**config.mk**
```make
export PLATFORM = sky130hd
export DESIGN_NAME = regfile_wb_arbiter
export DESIGN_NICKNAME = d
export VERILOG_FILES = /design/src/rtl/regfile_ctrl_pkg.sv /design/src/rtl/rr_arbiter.sv /design/src/rtl/regfile_wb_arbiter.sv
export SDC_FILE = /design/constraint.sdc
export NUM_CORES = 1
export LEC_CHECK = 0
export CAP_MARGIN = 40
export CORE_UTILIZATION = 43
export CTS_CLUSTER_SIZE = 28
export DETAILED_ROUTE_END_ITERATION = 7
export PLACE_DENSITY = 0.84
export SETUP_SLACK_MARGIN = 0.3
export SLEW_MARGIN = 10
export SYNTH_ARGS = -nofsm -noshare
export SYNTH_HDL_FRONTEND = slang
export SYNTH_SLANG_ARGS = --single-unit
```
**constraint.sdc**
```tcl
create_clock -name clk_i -period 6.3 [get_ports clk_i]
set_input_delay 1.26 -clock clk_i [delete_from_list [all_inputs] [get_ports clk_i]]
set_output_delay 1.26 -clock clk_i [all_outputs]
set_load 0.005 [all_outputs]
```
**src/rtl/regfile_ctrl_pkg.sv**
```systemverilog
// Shared constants for the register-file write-back path.
// Contents: default register width, register count, address width and
// requester count, plus the fixed requester index assignment used by the
// write-back sources (ALU, load/store unit, CSR unit).
package regfile_ctrl_pkg;

    localparam int REG_SIZE_DEF   = 32;
    localparam int NO_OF_REGS_DEF = 32;
    localparam int REGW_DEF       = $clog2(NO_OF_REGS_DEF);
    localparam int N_REQ_DEF      = 3;

    // Requester slots on the write-back arbiter
    localparam int WB_ALU = 0;
    localparam int WB_LSU = 1;
    localparam int WB_CSR = 2;

endpackage

```
**src/rtl/rr_arbiter.sv**
```systemverilog
// Round-robin arbiter with a registered last-grant pointer.
// Ports:
//   clk_i   - clock
//   rst_i   - asynchronous active-high reset
//   req_i   - N request lines
//   grant_o - one-hot grant, combinational from req_i and the pointer
// The search starts one past the last granted requester, so every active
// requester is served within N cycles. The pointer resets to N-1, which
// gives requester 0 first priority after reset.
module rr_arbiter #(
    parameter int N = 3
) (
    input  logic         clk_i,
    input  logic         rst_i,
    input  logic [N-1:0] req_i,
    output logic [N-1:0] grant_o
);

    localparam int PW = (N > 1) ? $clog2(N) : 1;

    logic [PW-1:0] r_lastGrant;
    logic [PW-1:0] w_winIdx;
    logic          w_anyGrant;

    // Candidate index k positions after the last grant, wrapped modulo N.
    function automatic logic [PW-1:0] candIdx(input logic [PW-1:0] last, input int k);
        int s;
        s = (int'(last) + k) % N;
        return PW'(s);
    endfunction

    // Scan from last+1 around to last; the first active request wins.
    always_comb begin
        grant_o    = '0;
        w_winIdx   = r_lastGrant;
        w_anyGrant = 1'b0;
        for (int k = 1; k <= N; k++) begin
            if (!w_anyGrant && req_i[candIdx(r_lastGrant, k)]) begin
                grant_o[candIdx(r_lastGrant, k)] = 1'b1;
                w_winIdx   = candIdx(r_lastGrant, k);
                w_anyGrant = 1'b1;
            end
        end
    end

    // The pointer only moves on cycles that actually granted someone.
    always_ff @(posedge clk_i or posedge rst_i) begin
        if (rst_i) begin
            r_lastGrant <= PW'(N - 1);
        end else if (w_anyGrant) begin
            r_lastGrant <= w_winIdx;
        end
    end

endmodule

```
**src/rtl/regfile_wb_arbiter.sv**
```systemverilog
// Write-back arbiter and pending-write scoreboard for the single register
// file write port.
// Ports:
//   clk_i, rst_i   - clock, asynchronous active-high reset
//   req_valid_i    - per-requester write pending
//   req_addr_i     - packed destination addresses (REGW bits each)
//   req_data_i     - packed write data (REG_SIZE bits each)
//   req_ready_o    - one-hot grant; accepted when valid & ready
//   waddr_o        - registered write address, 0 means no write
//   wdata_o        - registered write data
//   rsv_valid_i    - decode reserves rsv_addr_i this cycle
//   rsv_addr_i     - destination being reserved
//   busy_o         - per-register outstanding-write flags
module regfile_wb_arbiter
    import regfile_ctrl_pkg::*;
#(
    parameter int REG_SIZE   = REG_SIZE_DEF,
    parameter int NO_OF_REGS = NO_OF_REGS_DEF,
    parameter int REGW       = $clog2(NO_OF_REGS),
    parameter int N_REQ      = N_REQ_DEF
) (
    input  logic                      clk_i,
    input  logic                      rst_i,
    input  logic [N_REQ-1:0]          req_valid_i,
    input  logic [N_REQ*REGW-1:0]     req_addr_i,
    input  logic [N_REQ*REG_SIZE-1:0] req_data_i,
    output logic [N_REQ-1:0]          req_ready_o,
    output logic [REGW-1:0]           waddr_o,
    output logic [REG_SIZE-1:0]       wdata_o,
    input  logic                      rsv_valid_i,
    input  logic [REGW-1:0]           rsv_addr_i,
    output logic [NO_OF_REGS-1:0]     busy_o
);

    logic [N_REQ-1:0]      w_grant;
    logic [REGW-1:0]       w_selAddr;
    logic [REG_SIZE-1:0]   w_selData;
    logic [NO_OF_REGS-1:0] w_busyNext;

    logic [REGW-1:0]       r_waddr;
    logic [REG_SIZE-1:0]   r_wdata;
    logic [NO_OF_REGS-1:0] r_busy;

    rr_arbiter #(
        .N (N_REQ)
    ) u_arb (
        .clk_i   (clk_i),
        .rst_i   (rst_i),
        .req_i   (req_valid_i),
        .grant_o (w_grant)
    );

    // Winner's address/data; the grant is one-hot so an OR-style mux is safe.
    always_comb begin
        w_selAddr = '0;
        w_selData = '0;
        for (int i = 0; i < N_REQ; i++) begin
            if (w_grant[i]) begin
                w_selAddr = req_addr_i[i*REGW +: REGW];
                w_selData = req_data_i[i*REG_SIZE +: REG_SIZE];
            end
        end
    end

    // Idle cycles drive address 0 (no write) but keep the last data value.
    always_ff @(posedge clk_i or posedge rst_i) begin
        if (rst_i) begin
            r_waddr <= '0;
            r_wdata <= '0;
        end else if (|w_grant) begin
            r_waddr <= w_selAddr;
            r_wdata <= w_selData;
        end else begin
            r_waddr <= '0;
        end
    end

    // Clear on commit first, then set on reservation so a same-edge
    // set/clear of one register leaves it busy. x0 is never tracked.
    always_comb begin
        w_busyNext = r_busy;
        if (r_waddr != '0) begin
            w_busyNext[r_waddr] = 1'b0;
        end
        if (rsv_valid_i && (rsv_addr_i != '0)) begin
            w_busyNext[rsv_addr_i] = 1'b1;
        end
        w_busyNext[0] = 1'b0;
    end

    always_ff @(posedge clk_i or posedge rst_i) begin
        if (rst_i) begin
            r_busy <= '0;
        end else begin
            r_busy <= w_busyNext;
        end
    end

    assign req_ready_o = w_grant;
    assign waddr_o     = r_waddr;
    assign wdata_o     = r_wdata;
    assign busy_o      = r_busy;

endmodule
```
======== Yosys cells after proc, flatten, opt, wreduce, memory -nomap -nowiden ========
Index checks and enable logic that the tools add are counted.
word-level totals
  bits in registers ....................... 70
cells by class
  add/sub/neg operators ................... 3
  divide/modulo/power cells ............... 3
  magnitude comparators ................... 10
  multiplexer cells ....................... 34
  bitwise operators ....................... 5
  reductions and logical operators ........ 15
operators with widths
  kind                                                                                  count
  32-bit 2-to-1 mux                                                                     5
  32-bit by 3-bit remainder unit with 32-bit output (second input constant)             3
  32-bit bitwise AND                                                                    1
  32-bit NOT                                                                            1
  32-bit bitwise OR                                                                     1
  5-bit 2-to-1 mux                                                                      4
  5-bit by 6-bit less-than comparator with 1-bit output (second input constant)         2
  1-bit 2-to-1 mux                                                                      11
  1-bit demux with 5-bit select                                                         2
  5-bit by 1-bit greater-or-equal comparator with 1-bit output (second input constant)  2
  5-bit nonzero test                                                                    2
  2-bit by 3-bit less-than comparator with 1-bit output (second input constant)         3
  3-bit 2-to-1 mux                                                                      3
  1-bit logical AND                                                                     8
  2-bit by 2-bit adder with 3-bit output (second input constant)                        2
  1-bit binary-select mux with 2-bit select                                             3
  1-bit demux with 2-bit select                                                         3
  2-bit by 1-bit greater-or-equal comparator with 1-bit output (second input constant)  3
  2-bit 2-to-1 mux                                                                      3
  3-bit bitwise OR                                                                      2
  2-bit by 1-bit adder with 3-bit output (second input constant)                        1
  3-bit nonzero test                                                                    1
  3-bit OR reduction                                                                    1
  1-bit zero test                                                                       2
  2-bit AND reduction                                                                   1

======== Longest topological paths before layout ========
Gate-level depths: netlist of run 1.
  depth in word-level cells ............... 15
  mapped depth ............................ 12

======== By module ========
Synthesis of run 1 repeated with hierarchy kept, for this count alone.
unflattened totals
  cells, all modules ...................... 356
  area total of the unflattened synthesis .. 3575.9 µm²
modules (own cells, without submodules)
  module              times used  cells each  area each (µm²)  sequential area each (µm²)
  regfile_wb_arbiter  1           290         3080.5           1701.6
  rr_arbiter          1           66          495.5            51.3

======== Worst setup path before layout of run 1 ========
Ideal clock, no wire load.
  path type ............................... input -> output
  start point ............................. in req_valid_i[1]
  end point ............................... out req_ready_o[2]
  data arrival time ....................... 2.177 ns
  slack ................................... 2.863 ns
  stages .................................. 5
  path buffers ............................ 2
  path through ............................ a22oi_1 -> o221ai_1 -> o21ai_1 -> buf_2 -> buf_2
on the way
  cells in the longest elaborated chain, start to end .. 9
  elaborated cells between the ends (all ways) .. 17
  classes of those cells .................. mux: 11; bitwise: 2; reduce/logical: 4
ends and longest elaborated chain
  what                                       RTL line                  source
  start, declared                            regfile_wb_arbiter.sv:24  input logic [N_REQ-1:0] req_valid_i,
  1-bit binary-select mux with 2-bit select  rr_arbiter.sv:38          if (!w_anyGrant && req_i[candIdx(r_lastGrant, k)]) begin
  1-bit 2-to-1 mux (implied by the code)     rr_arbiter.sv:38
  1-bit 2-to-1 mux                           rr_arbiter.sv:38
  1-bit zero test                            rr_arbiter.sv:38
  1-bit logical AND                          rr_arbiter.sv:38
  1-bit 2-to-1 mux                           rr_arbiter.sv:38
  1-bit zero test                            rr_arbiter.sv:38
  1-bit logical AND                          rr_arbiter.sv:38
  3-bit 2-to-1 mux *                         rr_arbiter.sv:38
  end, declared                              regfile_wb_arbiter.sv:27  output logic [N_REQ-1:0] req_ready_o,
Mark *: on every way between the ends. The rest lies on a longest branch, timed or not. The select of a mux whose other input is x is not followed.

======== Final worst setup path of run 1 ========
  start point ............................. in req_valid_i[1]
  end point ............................... out req_ready_o[0]
Same word-level chain as after synthesis.

==> flow_summary.yaml, run 1 <==
run_status:
  outcome: "complete, but fails checks"
  violations: "design-rule violations"
logic_synthesis:
  syn_nets: 537
  ys_seq_area_share_pct: 43.8
  async_flop_share_pct: 100
  synth_cell_types: 39
  netlist_area_sq_mm: 0.00401
  syn_avg_cell_area_sq_um: 9.75
  synth_seq_cells: 70
  syn_inst: 411
  yosys_most_used_dff: "dfrtp_1"
  synth_warnings: 0
  synth-edff-count: 0
detailed_routing:
  dr.pass1.iters: 7
  antenna_left: 0
  vias_per_cell: 5.63
  drc: 12
  wirelength_um: 12000
  vias: 3968
  drt_iter0_drc: 253
  wire_per_inst_um: 17.0
setup_path:
  cp_max_fo: 7
  critPathBufInv: 2
  cp-end-kind: "output pin"
  criticalPathCategory: "in -> out"
  startpoint_type: "input port"
  rrSetupSlack_ns: 3.13
  cpPeakStageDelay_ns: 0.62
  cp_slowest_cell: "clkdlybuf4s50_1"
  cp_top_family: "buffers and inverters"
  worstPathRequired_ns: 5.04
  worst_path_most_repeated_cell: "clkdlybuf4s50_1"
  path_cells: "clkdlybuf4s50_1, nand2_1, o22ai_1, mux2i_4, clkdlybuf4s50_1"
  crit_arrival_ns: 3.21
clocking:
  hold_buffers: 0
  cts_setup_buffers: 0
  cts_tree: "done"
  root_buffer: "clkbuf_8"
  cts_inserted_buffers: 9
  cts_sinks: 70
  cts-htree-levels: 3
  clk_pin_slew_worst_paths_ns: 0.07
  cts_resized: 0
  clock_path_buffers: 2
  clk_latency_ns: 0.33
global_route:
  grt_pass1_vias: 3811
  grt_max_degree: 76
  grt-ovfl-total: 0
  grt_first_pass_wirelength_um: 18600
  grt_util_all_layers_pct: 24.3
  antenna_found_initial: 0
timing:
  skew_ns: 0.0109
  post-route-period-util_pct: 70.9
  rsz0062_at_grt: "no"
  timing.final.hold_violations: 0
  relSlewSlack_pct: 52.3
  timing.fmax_mhz: 224
  tns_ns: 0
  tightest_slew_ns: 0.715
  fin_crit_ns: 4.47
  fin_ws_ns: 1.83
  setup_viol: 0
  drv_slew: 0
cells_and_area:
  diodes: 0
  final_net_count: 719
  drive_above_1_share_pct: 10.4
  area_growth_pct: 53.8
  most-common-layout-cells: "clkdlybuf4s50_1, dfrtp_1, o21ai_0, nand2_1, inv_1"
  layoutNonFillerInstCount: 705
  design_area_sq_mm: 0.00616
  final_common_cell: "clkdlybuf4s50_1"
place:
  hpwl_um: 8950
  place_ws_ns: 1.85
  dpl_cell_area_sq_mm: 0.00595
  portBuffers: 192
  place.gp.congestion: 0.861
  place_inst: 690
worst_hold_path:
  hp-class: "reg -> reg"
die:
  die_w_um: 98.5
  rows: 34
  fp.coreArea_sq_mm: 0.00889
  die_h_um: 98.5
  floorplan.initialDensity_pct: 45.1
  dieArea_sq_mm: 0.00971
  io_pins: 194
power:
  leakagePower_nw: 2.48
  power.density_mw_per_mm2: 554
  irDropWorstVdd_mv: 0.373
run:
  maxCapViolCount: 0
==> worst paths after layout <==
check | startpoint | to | cells after the start
hold / removal | busy_o[14] | busy_o[14] | 2
max in group asynchronous | rst_i | waddr_o[0] | 4
setup / recovery | req_valid_i[1] | req_ready_o[0] | 5
min in group asynchronous | rst_i | wdata_o[1] | 3
setup reg to reg | u_arb.r_lastGrant[0] | wdata_o[29] | 10
hold reg to reg | busy_o[14] | busy_o[14] | 2
==> where the power goes <==
part           switching (W)  internal (W)  leakage, nW  total (W)
Clock               0.000166      0.000221        0.109   0.000387
Sequential          0.000172      0.000691        0.810   0.000864
Combinational       0.000955       0.00121         1.56    0.00216
Total                0.00129       0.00212         2.48    0.00341
==> metrics by stage <==
stage                     utilization, %  power (W)  hold WS, ns
final                               69.3    0.00341        0.512
after global routing                69.3    0.00362        0.534
after CTS                           69.3    0.00343        0.512
after detailed placement            66.9    0.00304        0.496
after global placement              66.5    0.00295        0.489
after floorplan                        -    0.00234        0.494
==> state kept, by name, indices dropped and copies added, names as in the netlist <==
signal	flops
busy_o	31
u_arb.r_lastGrant	2
waddr_o	5
wdata_o	32
==> final cells by class <==
type                            instances  area [sq um]
Sequential cell                        70          1750
Inverter                               39           149
Tap cell                              108           135
Clock buffer                            9           124
Fill cell                             712          2730
Clock inverter                          6          87.6
Timing Repair Buffer                  198          1990
Multi-Input combinational cell        275          1920
==> synthesized netlist by cell type (2+ instances only) <==
cell type | count | area [sq um]
a21oi_1 | 10 | 50.1
o21ai_1 | 2 | 10.0
nand2b_1 | 5 | 31.3
buf_12 | 3 | 60.1
buf_4 | 2 | 15.0
or3_1 | 3 | 18.8
or3b_2 | 4 | 35.0
o21ai_0 | 65 | 325
mux2i_1 | 5 | 50.1
dfrtp_1 | 69 | 1730
a31oi_1 | 2 | 12.5
ha_1 | 4 | 50.1
nand3b_1 | 9 | 67.6
a2bb2oi_2 | 30 | 450
a21o_1 | 3 | 22.5
a311o_1 | 32 | 320
buf_6 | 5 | 56.3
clkbuf_1 | 7 | 26.3
nand2_1 | 39 | 146
inv_1 | 38 | 143
nor2_1 | 35 | 131
nand3_1 | 9 | 45.0
nor2b_1 | 5 | 31.3
a2bb2oi_1 | 2 | 17.5
buf_2 | 9 | 45.0
==> tightest hold or removal path: stages, from the launching register on <==
cell and delay (ns):
dfrtp_1 0.34, o21ai_0 0.07, o21ai_0 0.06
==> kinds of logic (layout without fill, tap and decap cells) <==
group	count (synthesis)	count (layout)	synth area share, %
AOI/OAI and AO/OA	152	152	31.4
and+or+nand+nor	113	113	13.4
DFF	70	70	43.8
buffers and inverters	66	252	8.90
muxes	5	5	1.25
adders and majority gates	4	4	1.25
other	1	1	0.0936
==> routing by layer <==
layer,vias to the layer above,share of wire (%),GRT usage (%)
met1,1922,39,29.2
met2,200,51,42.8
met4,0,1.4,7.69
met5,-,0,0
met3,14,9.1,6.31
li1,1832,-,-
Note: power is estimated with default switching activity, not from simulation.
==> inputs of run 2 (changes only) <==
--- a/config.mk
+++ b/config.mk
@@ -6,10 +6,10 @@
 export NUM_CORES = 1
 export LEC_CHECK = 0
 export CAP_MARGIN = 40
-export CORE_UTILIZATION = 43
+export CORE_UTILIZATION = 41
 export CTS_CLUSTER_SIZE = 28
 export DETAILED_ROUTE_END_ITERATION = 7
-export PLACE_DENSITY = 0.84
+export PLACE_DENSITY = 0.81
 export SETUP_SLACK_MARGIN = 0.3
 export SLEW_MARGIN = 10
 export SYNTH_ARGS = -nofsm -noshare
==> constraint.sdc (replaced) <==
create_clock -name clk_i -period 4.5 [get_ports clk_i]
set_input_delay 0.9 -clock clk_i [delete_from_list [all_inputs] [get_ports clk_i]]
set_output_delay 0.9 -clock clk_i [all_outputs]
set_load 0.005 [all_outputs]
==> run 2 against run 1 <==
Effect of this change: the flow now finishes without violations; first-iteration DRC count fell by 56%; sequential share of layout area barely moved; routed wire length rose by 1.6%; total power rose by 40%; critical path depth did not move; cell count rose by 3.0%; design area barely moved; via count fell by 1.4%; core utilization fell by 3.5 points; clock-buffer cell count rose by 1; largest power group unchanged.
==> flow_summary.yaml, run 2 (synthesis gave the netlist of run 1 again) <==
run_status:
  outcome: "finished, final reports clean"
clocking:
  root_buffer: "clkbuf_8"
  cts_tree: "done"
  cts-htree-levels: 3
  clk_pin_slew_worst_paths_ns: 0.07
  cts_sinks: 70
  hold_buffers: 0
  clk_latency_ns: 0.33
  clock_path_buffers: 2
  cts_inserted_buffers: 9
  cts_resized: 0
  cts_setup_buffers: 0
setup_path:
  criticalPathCategory: "in -> out"
  worst_path_most_repeated_cell: "clkdlybuf4s50_1"
  worstReg2RegEnd: "wdata_o[3]"
  cpPeakStageDelay_ns: 0.62
  r2r_start: "u_arb.r_lastGrant[0]"
  rrSetupSlack_ns: 1.20
  cp_slowest_cell: "clkdlybuf4s50_1"
  startpoint_type: "input port"
  worstPathRequired_ns: 3.60
  reg2reg_depth: 10
  crit_arrival_ns: 2.83
  cp_max_fo: 7
  cp-end-kind: "output pin"
  path_cells: "clkdlybuf4s50_1, nand2_1, o22ai_1, mux2i_4, clkdlybuf4s50_1"
detailed_routing:
  vias: 3911
  drc: 0
  wirelength_um: 12200
  drt_iter0_drc: 111
  wire_per_inst_um: 16.8
  vias_per_cell: 5.39
  antenna_left: 0
  dr.pass1.iters: 4
worst_hold_path:
  hold_end: "busy_o[15]"
  hp-class: "reg -> reg"
  min_path_cells: 2
  hold_start: "busy_o[15]"
timing:
  drv_slew: 0
  relSlewSlack_pct: 52.7
  holdWs_ns: 0.514
  timing.fmax_mhz: 268
  tightest_slew_ns: 0.710
  fin_ws_ns: 0.774
  rsz0062_at_grt: "no"
  fin_crit_ns: 3.73
  skew_ns: 0.00444
  setup_viol: 0
  post-route-period-util_pct: 82.8
  timing.final.hold_violations: 0
  tns_ns: 0
cells_and_area:
  diodes: 0
  final_common_cell: "clkdlybuf4s50_1"
  utilization_pct: 65.8
  drive_above_1_share_pct: 10.4
  most-common-layout-cells: "clkdlybuf4s50_1, dfrtp_1, o21ai_0, nand2_1, inv_1"
  largest_register_ffs: 32
  area_growth_pct: 53.9
  final_net_count: 718
  fillers: 807
run:
  maxCapViolCount: 0
global_route:
  grt_util_all_layers_pct: 24.7
  antenna_found_initial: 0
  grt_max_degree: 75
  grt_pass1_vias: 3964
  grt_first_pass_wirelength_um: 19400
  grt-ovfl-total: 0
die:
  floorplan.initialDensity_pct: 42.8
  dieArea_sq_mm: 0.0102
  die_h_um: 101
  fp.coreArea_sq_mm: 0.00937
  rows: 35
  io_pins: 194
  die_w_um: 101
place:
  place_ws_ns: 0.696
  place.gp.congestion: 0.854
  hpwl_um: 9280
  portBuffers: 192
power:
  leakagePower_nw: 2.47
  irDropWorstVdd_mv: 0.430
  power.density_mw_per_mm2: 777
## run 2: cell count changes in the layout (fill, tap and decap cells not counted)
cell        previous run  this run
buf_16                 0         1
clkinv_4               2         1
clkinvlp_4             0         1
buf_12                 2         0
bufinv_16              2         1
clkbuf_8               9        10
clkinv_2               2         3
## run 2: where the power goes
| group | internal (W) | total [W] | switching, W |
|---|---|---|---|
| logic | 0.00171 | 0.00308 | 0.00136 |
| registers | 0.000968 | 0.00121 | 0.000246 |
| clock network | 0.000269 | 0.000502 | 0.000233 |
| total | 0.00295 | 0.00479 | 0.00184 |
## run 2: stage by stage
stage / area (sq um) / total power (W) / cells
2_1_floorplan: 4010 / 0.00328 / 411
3_3_place_gp: 5940 / 0.00418 / 709
3_5_place_dp: 5970 / 0.00431 / 710
4_1_cts: 6160 / 0.00482 / 726
5_1_grt: 6160 / 0.00512 / 726
6_report: 6160 / 0.00479 / 726
## run 2: critical path, delay by kind of cell
kind,cells,cell delay [ns]
AND/OR/NAND/NOR,1,0.13
AO/OA/AOI/OAI,1,0.30
buffers and inverters,2,1.19
multiplexers,1,0.30
## run 2: worst max-delay path by stage
stage | start | to | cells after the start
CTS | req_valid_i[1] | req_ready_o[0] | 5
detailed placement | req_valid_i[2] | wdata_o[17] | 9
global placement | req_valid_i[1] | wdata_o[29] | 7
floorplan | req_valid_i[1] | req_ready_o[2] | 5
finish | req_valid_i[1] | req_ready_o[0] | 5
global route | req_valid_i[2] | req_ready_o[0] | 6
## run 2: layout make-up
type                    count  area (sq um)  area share [%]
inverters                  39           149            2.42
flip-flops and latches     70          1750            28.4
repair buffers            197          1980            32.1
clock inverters             6          61.3           0.995
well taps                 129           161            2.62
clock buffers              10           138            2.23
multi-input cells         275          1920            31.2
## run 2: layer usage
| layer | part of all wire (%) | track usage (%) |
|---|---|---|
| met1 | 39 | 28.1 |
| met2 | 52 | 44.6 |
| met3 | 8.2 | 5.96 |
| met5 | 0 | 0 |
| met4 | 1.5 | 9.25 |
